==> config.mk <==
export PLATFORM = sky130hd
export DESIGN_NAME = cordic_engine
export DESIGN_NICKNAME = d
export VERILOG_FILES = /design/src/rtl/cordic_engine.sv
export SDC_FILE = /design/constraint.sdc
export NUM_CORES = 2
export LEC_CHECK = 0
export CORE_ASPECT_RATIO = 2
export CORE_MARGIN = 4
export CORE_UTILIZATION = 39
export DETAILED_ROUTE_END_ITERATION = 10
export MAX_ROUTING_LAYER = met4
export PLACE_DENSITY_LB_ADDON = 0.2
export SLEW_MARGIN = 5
export SYNTH_ARGS = -nofsm -noshare
export SYNTH_HDL_FRONTEND = slang
export SYNTH_SLANG_ARGS = --single-unit
==> constraint.sdc <==
create_clock -name clk -period 48.2 [get_ports clk]
set_input_delay 9.64 -clock clk [delete_from_list [all_inputs] [get_ports clk]]
set_output_delay 9.64 -clock clk [all_outputs]
set_load 0.05 [all_outputs]
==> src/rtl/cordic_engine.sv <==
// cordic_engine: fully pipelined CORDIC with a per-sample rotation/vectoring
// mode and optional gain compensation, behind a valid/ready stream.
//
// Ports:
//   clk, rst         clock; asynchronous active-high reset
//   in_valid/ready   input handshake (in_ready = pipeline can advance)
//   in_mode          0 = rotation, 1 = vectoring
//   x_in, y_in       signed DATA_WIDTH input vector
//   z_in             binary angle (2^PHASE_WIDTH = 2*pi)
//   out_valid/ready  output handshake
//   out_mode         mode of the sample on the output
//   x_out, y_out     signed DATA_WIDTH+2 results
//   z_out            residual angle (rotation) or z_in + atan2(y,x) (vectoring)
//
// Latency is STAGES+2 cycles; one pre-rotation stage, STAGES micro-rotation
// stages and one output/gain stage. A single advance signal stalls the whole
// pipeline when the output is held by the consumer.
module cordic_engine #(
  parameter int DATA_WIDTH  = 16,
  parameter int PHASE_WIDTH = 32,
  parameter int STAGES      = 16,
  parameter int GAIN_COMP   = 1
) (
  input  logic                         clk,
  input  logic                         rst,
  input  logic                         in_valid,
  output logic                         in_ready,
  input  logic                         in_mode,
  input  logic signed [DATA_WIDTH-1:0] x_in,
  input  logic signed [DATA_WIDTH-1:0] y_in,
  input  logic [PHASE_WIDTH-1:0]       z_in,
  output logic                         out_valid,
  input  logic                         out_ready,
  output logic                         out_mode,
  output logic signed [DATA_WIDTH+1:0] x_out,
  output logic signed [DATA_WIDTH+1:0] y_out,
  output logic [PHASE_WIDTH-1:0]       z_out
);
  localparam int  XW = DATA_WIDTH + 2;
  localparam int  PW = PHASE_WIDTH;
  localparam real PI = 3.14159265358979323846;
  localparam logic [PW-1:0] QUARTER = {2'b01, {(PW-2){1'b0}}};
  localparam longint K_INT = longint'(0.6072529350 * (2.0 ** (DATA_WIDTH + 1)));
  localparam logic signed [XW-1:0] GAIN_K = XW'(K_INT);

  if (STAGES < 4 || STAGES > PHASE_WIDTH - 2 || STAGES > DATA_WIDTH + 1) begin : g_bad_stages
    $error("cordic_engine: STAGES=%0d outside legal range", STAGES);
  end

  // atan(2^-idx) as a binary angle, evaluated at elaboration.
  function automatic logic [PW-1:0] atan_entry(input int idx);
    real ang;
    ang = $atan(1.0 / (2.0 ** idx)) * (2.0 ** PW) / (2.0 * PI);
    return PW'(longint'(ang));
  endfunction

  // Full-precision multiply by 1/An, truncated toward -inf.
  function automatic logic signed [XW-1:0] gain_scale(input logic signed [XW-1:0] v);
    logic signed [2*XW-1:0] prod;
    prod = (2*XW)'(v) * (2*XW)'(GAIN_K);
    prod = prod >>> (DATA_WIDTH + 1);
    return prod[XW-1:0];
  endfunction

  logic advance, accept, rdy_en;

  assign advance  = ~out_valid | out_ready;
  assign in_ready = advance & rdy_en;
  assign accept   = in_valid & in_ready;

  // in_ready is held low for the first cycle after reset release.
  always_ff @(posedge clk or posedge rst) begin
    if (rst) rdy_en <= 1'b0;
    else     rdy_en <= 1'b1;
  end

  logic signed [XW-1:0] x_ext, y_ext, x_pre, y_pre;
  logic [PW-1:0]        z_pre;

  always_comb begin
    x_ext = {{2{x_in[DATA_WIDTH-1]}}, x_in};
    y_ext = {{2{y_in[DATA_WIDTH-1]}}, y_in};
    x_pre = x_ext;
    y_pre = y_ext;
    z_pre = z_in;
    if (!in_mode) begin
      case (z_in[PW-1:PW-2])
        2'b01: begin
          x_pre = -y_ext;
          y_pre = x_ext;
          z_pre = z_in - QUARTER;
        end
        2'b10: begin
          x_pre = y_ext;
          y_pre = -x_ext;
          z_pre = z_in + QUARTER;
        end
        default: ;
      endcase
    end else if (x_in[DATA_WIDTH-1]) begin
      if (!y_in[DATA_WIDTH-1]) begin
        x_pre = y_ext;
        y_pre = -x_ext;
        z_pre = z_in + QUARTER;
      end else begin
        x_pre = -y_ext;
        y_pre = x_ext;
        z_pre = z_in - QUARTER;
      end
    end
  end

  // ---- stage p0: pre-rotation into the +/-90 degree convergence range ----
  logic signed [XW-1:0] x_p0, y_p0;
  logic [PW-1:0]        z_p0;
  logic                 mode_p0, vld_p0;

  always_ff @(posedge clk or posedge rst) begin
    if (rst)          vld_p0 <= 1'b0;
    else if (advance) vld_p0 <= accept;
  end

  always_ff @(posedge clk) begin
    if (advance) begin
      x_p0    <= x_pre;
      y_p0    <= y_pre;
      z_p0    <= z_pre;
      mode_p0 <= in_mode;
    end
  end

  // ---- stages pi: micro-rotations i = 0 .. STAGES-1 ----
  for (genvar i = 0; i < STAGES; i++) begin : g_iter
    localparam logic [PW-1:0] ATAN_I = atan_entry(i);

    logic signed [XW-1:0] x_src, y_src, x_pi, y_pi;
    logic [PW-1:0]        z_src, z_pi;
    logic                 mode_src, vld_src, mode_pi, vld_pi, d_pos;

    if (i == 0) begin : g_first
      assign x_src    = x_p0;
      assign y_src    = y_p0;
      assign z_src    = z_p0;
      assign mode_src = mode_p0;
      assign vld_src  = vld_p0;
    end else begin : g_next
      assign x_src    = g_iter[i-1].x_pi;
      assign y_src    = g_iter[i-1].y_pi;
      assign z_src    = g_iter[i-1].z_pi;
      assign mode_src = g_iter[i-1].mode_pi;
      assign vld_src  = g_iter[i-1].vld_pi;
    end

    // Rotation drives z toward 0; vectoring drives y toward 0.
    assign d_pos = mode_src ? y_src[XW-1] : ~z_src[PW-1];

    always_ff @(posedge clk or posedge rst) begin
      if (rst)          vld_pi <= 1'b0;
      else if (advance) vld_pi <= vld_src;
    end

    always_ff @(posedge clk) begin
      if (advance) begin
        if (d_pos) begin
          x_pi <= x_src - (y_src >>> i);
          y_pi <= y_src + (x_src >>> i);
          z_pi <= z_src - ATAN_I;
        end else begin
          x_pi <= x_src + (y_src >>> i);
          y_pi <= y_src - (x_src >>> i);
          z_pi <= z_src + ATAN_I;
        end
        mode_pi <= mode_src;
      end
    end
  end

  // ---- output stage: gain compensation and output register ----
  logic signed [XW-1:0] x_fin, y_fin, x_cmp, y_cmp;

  assign x_fin = g_iter[STAGES-1].x_pi;
  assign y_fin = g_iter[STAGES-1].y_pi;

  if (GAIN_COMP != 0) begin : g_gain
    assign x_cmp = gain_scale(x_fin);
    assign y_cmp = gain_scale(y_fin);
  end else begin : g_raw
    assign x_cmp = x_fin;
    assign y_cmp = y_fin;
  end

  always_ff @(posedge clk or posedge rst) begin
    if (rst) begin
      out_valid <= 1'b0;
      out_mode  <= 1'b0;
      x_out     <= '0;
      y_out     <= '0;
      z_out     <= '0;
    end else if (advance) begin
      out_valid <= g_iter[STAGES-1].vld_pi;
      out_mode  <= g_iter[STAGES-1].mode_pi;
      x_out     <= x_cmp;
      y_out     <= y_cmp;
      z_out     <= g_iter[STAGES-1].z_pi;
    end
  end

endmodule

==> impl_metrics.yaml <==
clocking:
  holdBufCountCts: 0
  clock-sinks: 1260
  clk_pin_slew_ns: 0.05
  cts_root_buf: "clkbuf_16"
  h-tree-depth: 4
  cts_tree: "yes"
  post_cts_resized: 0
  clock_latency_ns: 0.85
  cts_buffer_depth: 4
  cts_setup_buffers: 0
  cts_made_buffers: 150
logic_synthesis:
  synthesis.area_um2: 104000
  synth_seq_cells: 1260
  synth_area_leaders: "edfxtp_1, ha_1, xnor2_1"
  yosysMostFrequentCell: "ha_1"
  synth_compound_area_share_pct: 16.7
  synthArstFlopShare_pct: 6.98
  yosys.area_share.simple_pct: 10.6
  ys_seq_area_share_pct: 35.8
  synth_top_area_share_pct: 33.7
  synth_area_leader_cell: "edfxtp_1"
  synth.area.mux_share_pct: 0.448
  syn_area_per_cell_um2: 10.0
  ys.flop_type: "edfxtp_1"
  synth_nets: 12200
  synth_warnings: 0
  synth-edff-count: 1172
  synthXorXnorAreaFrac_pct: 9.82
  synth_top_family_by_area: "adder cells"
  synth_adder_area_share_pct: 22.4
  synth_commonest_cells: "ha_1, edfxtp_1, inv_1, a21oi_1, xnor2_1"
  syn_inst: 10400
  synthDistinctLibCells: 94
timing:
  final.min_clock_period_ns: 21.53
  setup_tns_ns: 0
  clock.fmax_mhz: 46.5
  hold_viol: 0
  skew_ns: 0.0445
  period_share_pct: 44.7
  finalMaxSlewViolations: 0
  slew-limit-headroom_pct: 6.32
  rsz0062_at_grt: "no"
  setup-violations-final: 0
  worst_slew_pin_slew_ns: 1.39
layout:
  nets: 12400
  drive_gt1_share_pct: 3.54
  multiInputGateArea_um2: 62700
  seq_area_um2: 37400
  synthToLayoutAreaGrowth_pct: 10.2
  n_fill_cell: 25400
setup_path:
  crit_fanout: 78
  cp.arrival_ns: 11.89
  crit_path_end_kind: "primary output"
  worstPathRequired_ns: 38.56
  crit_type: "in2out"
  critPathLaunchType: "primary input"
global_route:
  grt_pass1_wl_um: 414000
  grtUsageTotal_pct: 19.5
  grt_max_degree: 160
  grt_pass1_vias: 81100
  antenna_found_initial: 1
  grt_overflow: 0
floorplan:
  die-area_um2: 276000
  core-area_um2: 266000
  die_y_um: 740
  start_util_pct: 39.2
  fp.dieW_um: 374
  rows: 268
  boundaryPins: 140
route:
  via_per_inst: 5.38
  drc_errors: 0
  vias: 76600
  drt_iter0_markers: 2666
  wl_per_cell_um: 18.9
  ant_nets: 0
  first_pass_iters: 8
  wl_um: 269000
hold_path:
  min_path_type: "reg2reg"
placement:
  place_hpwl_um: 218000
  place.gp.congestion: 0.991
  port_buffers: 139
outcome:
  status: "complete, no violations"
job:
  drv_cap: 0
-- cell families (layout without fill, tap and decap cells) --
family,Yosys count,after routing
flip-flops,1260,1260
buffers and inverters,1172,1492
AND/OR/NAND/NOR,2361,2361
XOR/XNOR,1170,1170
multiplexers,45,45
AO/OA/AOI/OAI,2734,2734
adder cells (fa/ha/maj),1674,1674
other,1,2
-- final timing paths --
check / from / end / slack [ns] / cells past startpoint
worst max-delay path: out_ready / in_ready / 26.67 / 5
worst min-delay path: g_iter[5].z_pi[0]$_DFFE_PN_ / g_iter[6].z_pi[0]$_DFFE_PN_ / 0.42 / 0
worst max register to register: g_iter[15].x_pi[8]$_DFFE_PN_ / x_out[16]$_DFFE_PP0N_ / 41.62 / 21
worst min register to register: g_iter[5].z_pi[0]$_DFFE_PN_ / g_iter[6].z_pi[0]$_DFFE_PN_ / 0.42 / 0
max in group asynchronous: rst / x_out[11]$_DFFE_PP0N_ / 37.91 / 3
min in group asynchronous: rst / z_out[11]$_DFFE_PP0N_ / 9.17 / 2
-- stage by stage --
| step | area [um^2] | hold slack (ns) | std cells | worst slack (ns) | utilization (%) |
|---|---|---|---|---|---|
| finish | 115000 | 0.417 | 14200 | 26.67 | 43.2 |
| global route | 115000 | 0.422 | 14200 | 26.57 | 43.2 |
| CTS | 115000 | 0.420 | 14200 | 26.64 | 43.2 |
| detailed placement | 110000 | 0.405 | 14000 | 26.64 | 41.4 |
| global placement | 110000 | 0.401 | 14000 | 26.68 | 41.4 |
| floorplan | 104000 | 0.400 | 10400 | 4.46 | - |
-- state kept, by name (all words and copies together), names as in the netlist, 18 cells and up --
name,count
g_iter.x_pi,270
g_iter.x_src,36
g_iter.y_pi,269
g_iter.y_src,36
g_iter.z_pi,480
g_iter.z_src,64
x_out,18
y_out,18
z_out,32
-- final cells by class --
cell class	instances	area share [%]
clock inverter	73	0.629
multi-input combinational	7985	54.5
sequential	1260	32.5
inverter	1029	3.37
timing repair buffer	202	1.65
antenna	1	0.00218
tap	3510	3.82
clock buffer	188	3.53
-- placed cells by master (no fill, tap or decap), types with 156 or more instances in the layout --
cell type / instances
ha_1: 1356
nand2_1: 695
clkbuf_16: 156
nor3_1: 179
nor2_1: 693
fa_1: 318
o21bai_1: 185
edfxtp_1: 1172
a21o_1: 408
inv_1: 1018
o21ai_0: 461
xnor2_1: 810
a21oi_1: 902
xor2_1: 360
-- per-layer routing --
layer	track usage (%)	up-vias	share of wire, %	wire, um
li1	-	37800	-	-
met4	17.7	0	11	29800
met2	41.3	1457	60	160000
met5	-	-	0	0
met1	12.7	36400	27	71700
met3	2.10	1043	2.5	6820
-- worst max-delay path, stage by stage --
cell and delay (ns):
clkdlybuf4s50_1 0.44, nor2b_4 0.44, inv_8 0.29, and2_1 0.28, clkdlybuf4s50_1 0.69
Power is left out: the tool's default activity adds up to more than one toggle a clock period on the data nets, which glitch-free logic cannot reach.
